<file path="config.mk">
export PLATFORM = sky130hd
export DESIGN_NAME = axum_ctx_dma
export DESIGN_NICKNAME = d
export VERILOG_FILES = /design/src/rtl/axum_ctx_dma_pkg.sv /design/src/rtl/axum_ctx_dma.sv
export SDC_FILE = /design/constraint.sdc
export NUM_CORES = 1
export LEC_CHECK = 0
export BUFFER_PORTS_ARGS = -buffer_cell sky130_fd_sc_hd__buf_4
export CAP_MARGIN = 20
export CORE_MARGIN = 4
export CORE_UTILIZATION = 47
export DETAILED_ROUTE_END_ITERATION = 8
export PLACE_DENSITY_LB_ADDON = 0.15
export RECOVER_POWER = 25
export SLEW_MARGIN = 20
export SYNTH_ARGS = -nofsm -noshare
export SYNTH_HDL_FRONTEND = slang
export SYNTH_SLANG_ARGS = --single-unit
</file>
<file path="constraint.sdc">
create_clock -name clk_i -period 2.5 [get_ports clk_i]
set_clock_uncertainty 0.1 [all_clocks]
set_input_delay 0.125 -clock clk_i [delete_from_list [all_inputs] [get_ports clk_i]]
set_output_delay 0.125 -clock clk_i [all_outputs]
set_load 0.05 [all_outputs]
</file>
<file path="src/rtl/axum_ctx_dma_pkg.sv">
// ============================================================================
// Module  : axum_ctx_dma_pkg
// Brief   : Shared types and constants for the context save/restore engine.
// Revision: 1.0
// ============================================================================
`default_nettype none

package axum_ctx_dma_pkg;

    typedef enum logic [2:0] {
        IDLE     = 3'd0,
        RF_REQ   = 3'd1,
        RF_WAIT  = 3'd2,
        MEM_REQ  = 3'd3,
        MEM_WAIT = 3'd4,
        DONE     = 3'd5
    } ctx_dma_state_e;

    localparam int unsigned CtxDmaLastReg  = 31;
    localparam int unsigned CtxDmaLastRegE = 15;

endpackage

`default_nettype wire

</file>
<file path="src/rtl/axum_ctx_dma.sv">
// ============================================================================
// Module  : axum_ctx_dma
// Brief   : Copies the inactive register context to/from a memory buffer,
//           one register-map access and one data-bus access per register.
// Revision: 1.0
// ============================================================================
`default_nettype none

module axum_ctx_dma
    import axum_ctx_dma_pkg::*;
#(
    parameter bit                      RV32E        = 1'b0,
    parameter int unsigned             DataWidth    = 32,
    parameter int unsigned             AddressWidth = 32,
    parameter logic [AddressWidth-1:0] RfMapBase    = '0
) (
    input  logic                      clk_i,
    input  logic                      rst_ni,
    input  logic                      start_i,
    input  logic                      dir_i,
    input  logic [AddressWidth-1:0]   mem_base_i,
    output logic                      busy_o,
    output logic                      done_o,
    output logic                      err_o,
    output logic                      rf_map_req_o,
    output logic [AddressWidth-1:0]   rf_map_addr_o,
    output logic                      rf_map_we_o,
    output logic [DataWidth/8-1:0]    rf_map_be_o,
    output logic [DataWidth-1:0]      rf_map_wdata_o,
    input  logic                      rf_map_rvalid_i,
    input  logic [DataWidth-1:0]      rf_map_rdata_i,
    input  logic                      rf_map_err_i,
    output logic                      data_req_o,
    input  logic                      data_gnt_i,
    output logic [AddressWidth-1:0]   data_addr_o,
    output logic                      data_we_o,
    output logic [DataWidth/8-1:0]    data_be_o,
    output logic [DataWidth-1:0]      data_wdata_o,
    input  logic                      data_rvalid_i,
    input  logic [DataWidth-1:0]      data_rdata_i,
    input  logic                      data_err_i
);

    localparam logic [4:0] LAST_IDX = RV32E ? 5'(CtxDmaLastRegE) : 5'(CtxDmaLastReg);

    ctx_dma_state_e            state, next_state;
    logic                      dir;
    logic [AddressWidth-1:0]   base;
    logic [4:0]                idx;
    logic [DataWidth-1:0]      buffer;
    logic                      err;

    logic                      accept;
    logic                      cap_rf;
    logic                      cap_mem;
    logic                      step;
    logic                      fail;

    logic                      is_last;
    logic [AddressWidth-1:0]   rf_addr;
    logic [AddressWidth-1:0]   mem_addr;

    assign is_last  = (idx == LAST_IDX);
    assign rf_addr  = RfMapBase + (AddressWidth'(idx) << 2);
    assign mem_addr = base + (AddressWidth'(idx) << 2);

    assign rf_map_be_o = '1;
    assign data_be_o   = '1;
    assign err_o       = err;

    always_ff @(posedge clk_i or negedge rst_ni) begin
        if (!rst_ni) begin
            state <= IDLE;
        end else begin
            state <= next_state;
        end
    end

    always_comb begin
        next_state     = state;
        busy_o         = (state != IDLE);
        done_o         = 1'b0;
        rf_map_req_o   = 1'b0;
        rf_map_addr_o  = '0;
        rf_map_we_o    = 1'b0;
        rf_map_wdata_o = '0;
        data_req_o     = 1'b0;
        data_addr_o    = '0;
        data_we_o      = 1'b0;
        data_wdata_o   = '0;
        accept         = 1'b0;
        cap_rf         = 1'b0;
        cap_mem        = 1'b0;
        step           = 1'b0;
        fail           = 1'b0;

        case (state)
            IDLE: begin
                if (start_i) begin
                    accept     = 1'b1;
                    next_state = dir_i ? MEM_REQ : RF_REQ;
                end
            end
            RF_REQ: begin
                // Register map has no grant: the request is single-cycle.
                rf_map_req_o   = 1'b1;
                rf_map_addr_o  = rf_addr;
                rf_map_we_o    = dir;
                rf_map_wdata_o = dir ? buffer : '0;
                next_state     = RF_WAIT;
            end
            RF_WAIT: begin
                if (rf_map_rvalid_i) begin
                    if (rf_map_err_i) begin
                        fail       = 1'b1;
                        next_state = DONE;
                    end else if (!dir) begin
                        cap_rf     = 1'b1;
                        next_state = MEM_REQ;
                    end else begin
                        step       = 1'b1;
                        next_state = is_last ? DONE : MEM_REQ;
                    end
                end
            end
            MEM_REQ: begin
                data_req_o   = 1'b1;
                data_addr_o  = mem_addr;
                data_we_o    = !dir;
                data_wdata_o = dir ? '0 : buffer;
                if (data_gnt_i) begin
                    next_state = MEM_WAIT;
                end
            end
            MEM_WAIT: begin
                if (data_rvalid_i) begin
                    if (data_err_i) begin
                        fail       = 1'b1;
                        next_state = DONE;
                    end else if (dir) begin
                        cap_mem    = 1'b1;
                        next_state = RF_REQ;
                    end else begin
                        step       = 1'b1;
                        next_state = is_last ? DONE : RF_REQ;
                    end
                end
            end
            DONE: begin
                done_o     = 1'b1;
                next_state = IDLE;
            end
            default: begin
                next_state = IDLE;
            end
        endcase
    end

    always_ff @(posedge clk_i or negedge rst_ni) begin
        if (!rst_ni) begin
            dir    <= 1'b0;
            base   <= '0;
            idx    <= 5'd0;
            buffer <= '0;
            err    <= 1'b0;
        end else begin
            if (accept) begin
                dir  <= dir_i;
                base <= mem_base_i & ~AddressWidth'(3);
                idx  <= 5'd1;
                err  <= 1'b0;
            end
            if (cap_rf) begin
                buffer <= rf_map_rdata_i;
            end
            if (cap_mem) begin
                buffer <= data_rdata_i;
            end
            if (step && !is_last) begin
                idx <= idx + 5'd1;
            end
            if (fail) begin
                err <= 1'b1;
            end
        end
    end

endmodule

`default_nettype wire

</file>
==> results of run 1 <==
report_power, final:
| part | internal, mW | switching, mW |
|---|---|---|
| Combinational | 2.07 | 3.31 |
| Clock | 0.619 | 0.470 |
| Sequential | 1.74 | 0.624 |
routing by layer:
layer | vias up | wire, µm | GRT usage
met5 | - | 0 | 0
met4 | 0 | 571 | 0.1202
met3 | 51 | 1310 | 0.07047
met2 | 252 | 9054 | 0.5061
met1 | 2479 | 6240 | 0.3189
li1 | 2376 | - | -
sequential cells by signal (all words and copies together), names as in the netlist:
name and count:
err_o 1, state 3, base 30, buffer 32
dir 1, idx 5
logic make-up (layout without fill, tap and decap cells):
kind of cell	Yosys count	after routing
flip-flops	72	72
buffers and inverters	79	350
multiplexers	60	60
AND/OR/NAND/NOR	207	207
adder cells (fa/ha/maj)	8	8
XOR/XNOR	20	20
AO/OA/AOI/OAI	85	85
other	2	38
critical path, delay by kind of cell, from the launching register on:
kind                       cells  cell delay [ns]
buffers and inverters          3             0.40
xor gates and xnor gates       1             0.22
adders and majority gates      2             0.37
DFF                            1             0.41
AOI/OAI and AO/OA              2             0.52
and+or+nand+nor                2             0.24
synth_stat cells, types with 3 or more instances:
master / number
xor2_1: 9
clkbuf_1: 14
o2111ai_1: 5
nor2_1: 63
nand3_1: 6
buf_4: 42
and2_1: 40
and4bb_2: 3
nor3b_1: 3
a21o_1: 3
inv_1: 7
mux2i_1: 32
buf_2: 9
ha_1: 7
nor3_1: 7
a21oi_1: 42
or3_1: 5
and4_4: 3
nor2b_1: 3
xnor2_1: 11
buf_6: 3
o21ai_0: 18
mux2_2: 28
nand2_1: 19
a211oi_1: 3
dfrtp_1: 72
and3_1: 41
worst min path at each step:
stage | from | endpoint | slack [ns] | depth (start not counted)
floorplan | rst_ni | base[10]$_DFFE_PN0P_ | -0.27 | 0
global route | data_rdata_i[0] | buffer[0]$_DFFE_PN0P_ | 0.005 | 3
detailed placement | rst_ni | base[12]$_DFFE_PN0P_ | 0.23 | 1
finish | rf_map_rdata_i[8] | buffer[8]$_DFFE_PN0P_ | 0.008 | 3
global placement | rst_ni | base[18]$_DFFE_PN0P_ | 0.21 | 1
CTS | rf_map_rdata_i[30] | buffer[30]$_DFFE_PN0P_ | 0.002 | 3
timing repair:
action                                 4_1_cts  5_1_grt
resized for setup                           45       26
setup buffers                                8        4
hold buffers                                91        1
endpoints found under the hold margin      134        1
pin swaps                                   21       20
setup endpoints to repair                   26       30
metrics by stage:
| step | setup TNS, ns | worst slack, ns | power (mW) | instances |
|---|---|---|---|---|
| floorplan | -0.1112 | -0.1112 | 5.719 | 568 |
| detailed placement | 0 | 0.01734 | 7.110 | 853 |
| finish | -3.777 | -0.2782 | 8.833 | 973 |
| global placement | 0 | 0.06746 | 6.978 | 853 |
| global route | -6.536 | -0.4020 | 9.330 | 972 |
| CTS | -3.407 | -0.2941 | 8.620 | 968 |
layout make-up:
| cell class | count | share of cell area |
|---|---|---|
| tap | 133 | 0.02068 |
| clock buffer | 12 | 0.01928 |
| antenna | 1 | 0.0003110 |
| clock inverter | 4 | 0.009487 |
| multi-input combinational | 417 | 0.3719 |
| sequential | 72 | 0.2244 |
| inverter | 7 | 0.003266 |
| timing repair buffer | 327 | 0.3507 |
==> flow_summary.yaml, run 1 <==
drt:
  vias: 5158
  dr.pass1.iters: 4
  drt_iter0_markers: 275
  ant_nets: 0
  via_per_inst: 5.301
  drc: 0
  wl_per_cell_um: 17.65
  wirelength_mm: 17.18
setup_path:
  r2r-end: "idx[2]$_DFFE_PN0P_"
  end_kind: "output pin"
  worst_ep_arrival_time_ns: 2.55
  crit_path_start_kind: "register"
  worstSetupStartpoint: "base[2]$_DFFE_PN0P_"
  crit_required_ns: 2.28
  worstSetupEndpoint: "data_addr_o[18]"
  reg2reg_depth: 11
  r2r-start: "idx[1]$_DFFE_PN0P_"
  worstSetupPathType: "reg2out"
  worstPathCellList: "ha_4 -> inv_2 -> fa_2 -> and2b_1 -> o31a_1 -> buf_4 -> o211ai_1 -> xor2_1 -> nor2_2 -> buf_6"
  cpPeakStageDelay_ns: 0.41
  reg2reg_slack_ns: 0.16
  cp_slowest_cell: "dfrtp_1"
  cp_max_fo: 9
final_layout:
  area_growth_pct: 64.58
  final.fill_count: 589
  layout_common_cells: "buf_4 (202), dlygate4sd3_1 (92), dfrtp_1 (69)"
  regArea_um2: 1805
  drive_gt1_frac: 0.4041
  stdcell_area_um2: 8045
  final_common_cell: "buf_4"
  fin_nets: 947
  final_util: 0.8082
  multiInputGateArea_um2: 2992
global_route:
  overflow: 0
  grt_max_degree: 73
  grt_pass1_vias: 5423
  grt_usage: 0.2830
  antenna_found_initial: 0
  grt_first_pass_wirelength_mm: 26.56
floorplanning:
  start_util: 0.4911
  dieArea_um2: 12100
  rows: 36
  io_pins: 248
  dieWidth_um: 110.0
  die_y_um: 110.0
  core_region_area_um2: 9955
clock_tree:
  h-tree-depth: 3
  cts_tree: "done"
  clk_pin_slew_worst_paths_ns: 0.08
  cts.path.max_buffers: 2
  cts_root_buf: "clkbuf_8"
  clock_sinks: 72
  cts_buffers: 9
  clkLatencyLatePin_ns: 0.36
logic_synthesis:
  synth_area_um2: 4888
  synthAdderAreaFrac: 0.02201
  synth.top_cell.area_share: 0.3686
  ys.flop_type: "dfrtp_1"
  synth_warnings: 0
  synth.area.mux_share: 0.1300
  synth-async-reset-ratio: 1.000
  synthSimpleGateAreaFrac: 0.2360
  ys_seq_area_frac: 0.3686
  synth_edf_count: 0
  yosys.area_share.xor_xnor: 0.03583
  synth_seq_cells: 72
  synth.avg_cell_area_um2: 9.172
  synthCells: 533
  ys_types: 55
  yosys-top-cells-area: "dfrtp_1 (37%), mux2i_1 (6.6%), buf_4 (6.4%)"
  synth_top_family_by_area: "simple AND/OR/NAND/NOR gates"
  synth_compound_area_frac: 0.1047
  synth_top_area_cell: "dfrtp_1"
placement:
  dp_hpwl_mm: 10.55
  place.gp.congestion: 0.8497
  place_area_um2: 6501
  io_buffer_count: 208
run_status:
  violations: "capacitance limit, slew limit, setup timing"
  status: "finished with violations"
sta:
  relSlewSlack: -0.2218
  finalMaxSlewViolations: 73
  period_needed_ns: 2.778
  fin_ws_ns: -0.2782
  fin_crit_sh: 1.111
  fmax_ghz: 0.3599
  hold_violations: 0
  whs_ns: 0.007700
  worstMarginPinSlew_ns: 1.833
  rsz0062_at_grt: "true"
  setup_viol: 26
pwr:
  leakage_nw: 3.785
  peakVddDrop_uv: 625.5
  power.density_nw_per_um2: 1098
job:
  cap_violations: 1
worst_hold_path:
  hold_path.class: "in2reg"
Power figures use the tool's default switching activity.
==> run 2: changes to the inputs <==
==> constraint.sdc (replaced) <==
create_clock -name clk_i -period 2.5 [get_ports clk_i]
set_clock_uncertainty 0.1 [all_clocks]
set_input_delay 0.375 -clock clk_i [delete_from_list [all_inputs] [get_ports clk_i]]
set_output_delay 0.375 -clock clk_i [all_outputs]
set_load 0.05 [all_outputs]
==> run 2 against run 1 <==
Effect of this change: the run still ends with capacitance limit, slew limit, setup timing left; core utilization is 5.4 points lower; register-to-register slack lost 0.02 ns; setup slack worse by 0.33 ns; via count shrank 9.4%; sequential share of layout area grew 1.6 points; critical endpoint unchanged; largest cell class unchanged.
==> flow_summary.yaml, run 2 (synthesized netlist as in run 1, its figures left out) <==
floorplanning:
  dieWidth_um: 110.0
  dieArea_um2: 12100
  core_region_area_um2: 9955
  die_y_um: 110.0
  start_util: 0.4911
  rows: 36
  io_pins: 248
global_route:
  grt_first_pass_wirelength_mm: 23.49
  grt_pass1_vias: 4690
  antenna_found_initial: 0
  grt_usage: 0.2488
  overflow: 0
  grt_max_degree: 65
drt:
  drc: 0
  wl_per_cell_um: 17.01
  via_per_inst: 5.200
  drt_iter0_markers: 201
  dr.pass1.iters: 4
  wirelength_mm: 15.29
  vias: 4675
  ant_nets: 0
setup_path:
  reg2reg_slack_ns: 0.14
  r2r-end: "idx[3]$_DFFE_PN0P_"
  r2r-start: "idx[0]$_DFFE_PN0P_"
  crit_path_start_kind: "register"
  crit_required_ns: 2.03
  cp_max_fo: 9
  reg2reg_depth: 11
  worst_ep_arrival_time_ns: 2.63
  end_kind: "output pin"
  worstSetupPathType: "reg2out"
final_layout:
  area_growth_pct: 53.62
  largest_register: "buffer"
  layout_common_cells: "buf_4 (209), dfrtp_1 (69), nor2_1 (41)"
  antenna_cells: 0
  fin_nets: 874
  largest_reg_flops: 32
  final_common_cell: "buf_4"
  drive_gt1_frac: 0.4987
  largest_registers: "buffer (32), base (30), idx (5)"
  stdcell_area_um2: 7510
run_status:
  violations: "capacitance limit, slew limit, setup timing"
  status: "finished with violations"
placement:
  place_area_um2: 6730
  dp_hpwl_mm: 10.97
  io_buffer_count: 208
  place.gp.congestion: 0.8496
sta:
  finalMaxSlewViolations: 29
  fin_ws_ns: -0.6054
  rsz0062_at_grt: "true"
  period_needed_ns: 3.105
  hold_violations: 0
  setup_viol: 27
  relSlewSlack: -0.09500
  worstMarginPinSlew_ns: 1.643
  fmax_ghz: 0.3220
  fin_crit_sh: 1.242
clock_tree:
  clkLatencyLatePin_ns: 0.35
  h-tree-depth: 3
  cts_tree: "done"
  clk_pin_slew_worst_paths_ns: 0.08
  cts_root_buf: "clkbuf_8"
  cts_buffers: 9
  clock_sinks: 72
  cts.path.max_buffers: 2
worst_hold_path:
  hp-start: "mem_base_i[3]"
  hold_path.class: "in2reg"
  whs_endpoint: "base[3]$_DFFE_PN0P_"
  hold_depth: 3
pwr:
  peakVddDrop_uv: 667.0
  fin_total_pwr_mw: 9.144
  power.density_nw_per_um2: 1218
  leakage_nw: 3.526
job:
  cap_violations: 1
## run 2: cell types whose count changed in the layout (fill, tap and decap cells not counted), moves of 5 or more
cell           delta
dlygate4sd3_1    -91
nor2_1           -13
buf_6            +11
nor2_4            +9
buf_4             +7
o21ai_0           -5
xor2_1            -5
xor2_2            +5
## run 2: what timing repair did
action | 4_1_cts | 5_1_grt
gates resized for setup | 65 | 35
gates cloned | 0 | 1
setup endpoints to repair | 27 | 63
buffers inserted | 6 | 9
hold endpoints to repair | 27 | 0
pin swaps | 23 | 23
hold buffers | 1 | 0
## run 2: worst max-delay path by stage
stage,endpoint,from,slack (ns)
floorplan,data_addr_o[30],idx[0]$_DFFE_PN0P_,-0.22
global placement,data_addr_o[10],idx[0]$_DFFE_PN0P_,-0.12
detailed placement,data_addr_o[16],idx[0]$_DFFE_PN0P_,-0.21
CTS,data_addr_o[26],base[2]$_DFFE_PN0P_,-0.53
global route,data_addr_o[18],base[2]$_DFFE_PN0P_,-0.76
finish,data_addr_o[18],base[2]$_DFFE_PN0P_,-0.61
## run 2: metrics by stage
step	setup WS, ns	hold WS (ns)	utilization	TNS (ns)	instances
final	-0.6054	0.1352	0.7544	-10.54	899
after global routing	-0.7570	0.1436	0.7544	-13.23	899
after CTS	-0.5288	0.1208	0.7334	-10.10	891
after detailed placement	-0.2097	0.2275	0.6761	-1.939	869
after global placement	-0.1227	0.2202	0.6761	-1.078	869
after floorplan	-0.2178	-0.02059	-	-0.8456	568
## run 2: area by class of cell
class	instances	area, µm²
fillers	735	2445
well taps	133	166.4
clock inverters	7	120.1
inverters	7	26.28
repair buffers	253	2077
clock buffers	9	123.9
multi-input cells	418	3191
flip-flops and latches	72	1805
## run 2: report_power, final
group / total (mW) / internal, mW / switching [mW] / leakage [nW]
Clock: 1.13 / 0.664 / 0.467 / 0.119
Combinational: 5.64 / 2.23 / 3.41 / 2.57
Sequential: 2.37 / 1.74 / 0.629 / 0.840
## run 2: worst max-delay path: stages (launching register included)
cell      delay, ns
dfrtp_1        0.42
ha_4           0.18
inv_2          0.06
fa_2           0.21
and2b_1        0.20
o31a_1         0.34
buf_6          0.17
o211ai_1       0.23
xor2_1         0.28
nor2_4         0.04
buf_6          0.15
## run 2: per-layer routing
metal / GRT usage / share of wire / up-vias
li1: - / - / 2222
met3: 0.05999 / 0.079 / 33
met5: 0 / 0 / -
met4: 0.07925 / 0.023 / 0
met2: 0.4276 / 0.52 / 189
met1: 0.3077 / 0.38 / 2231
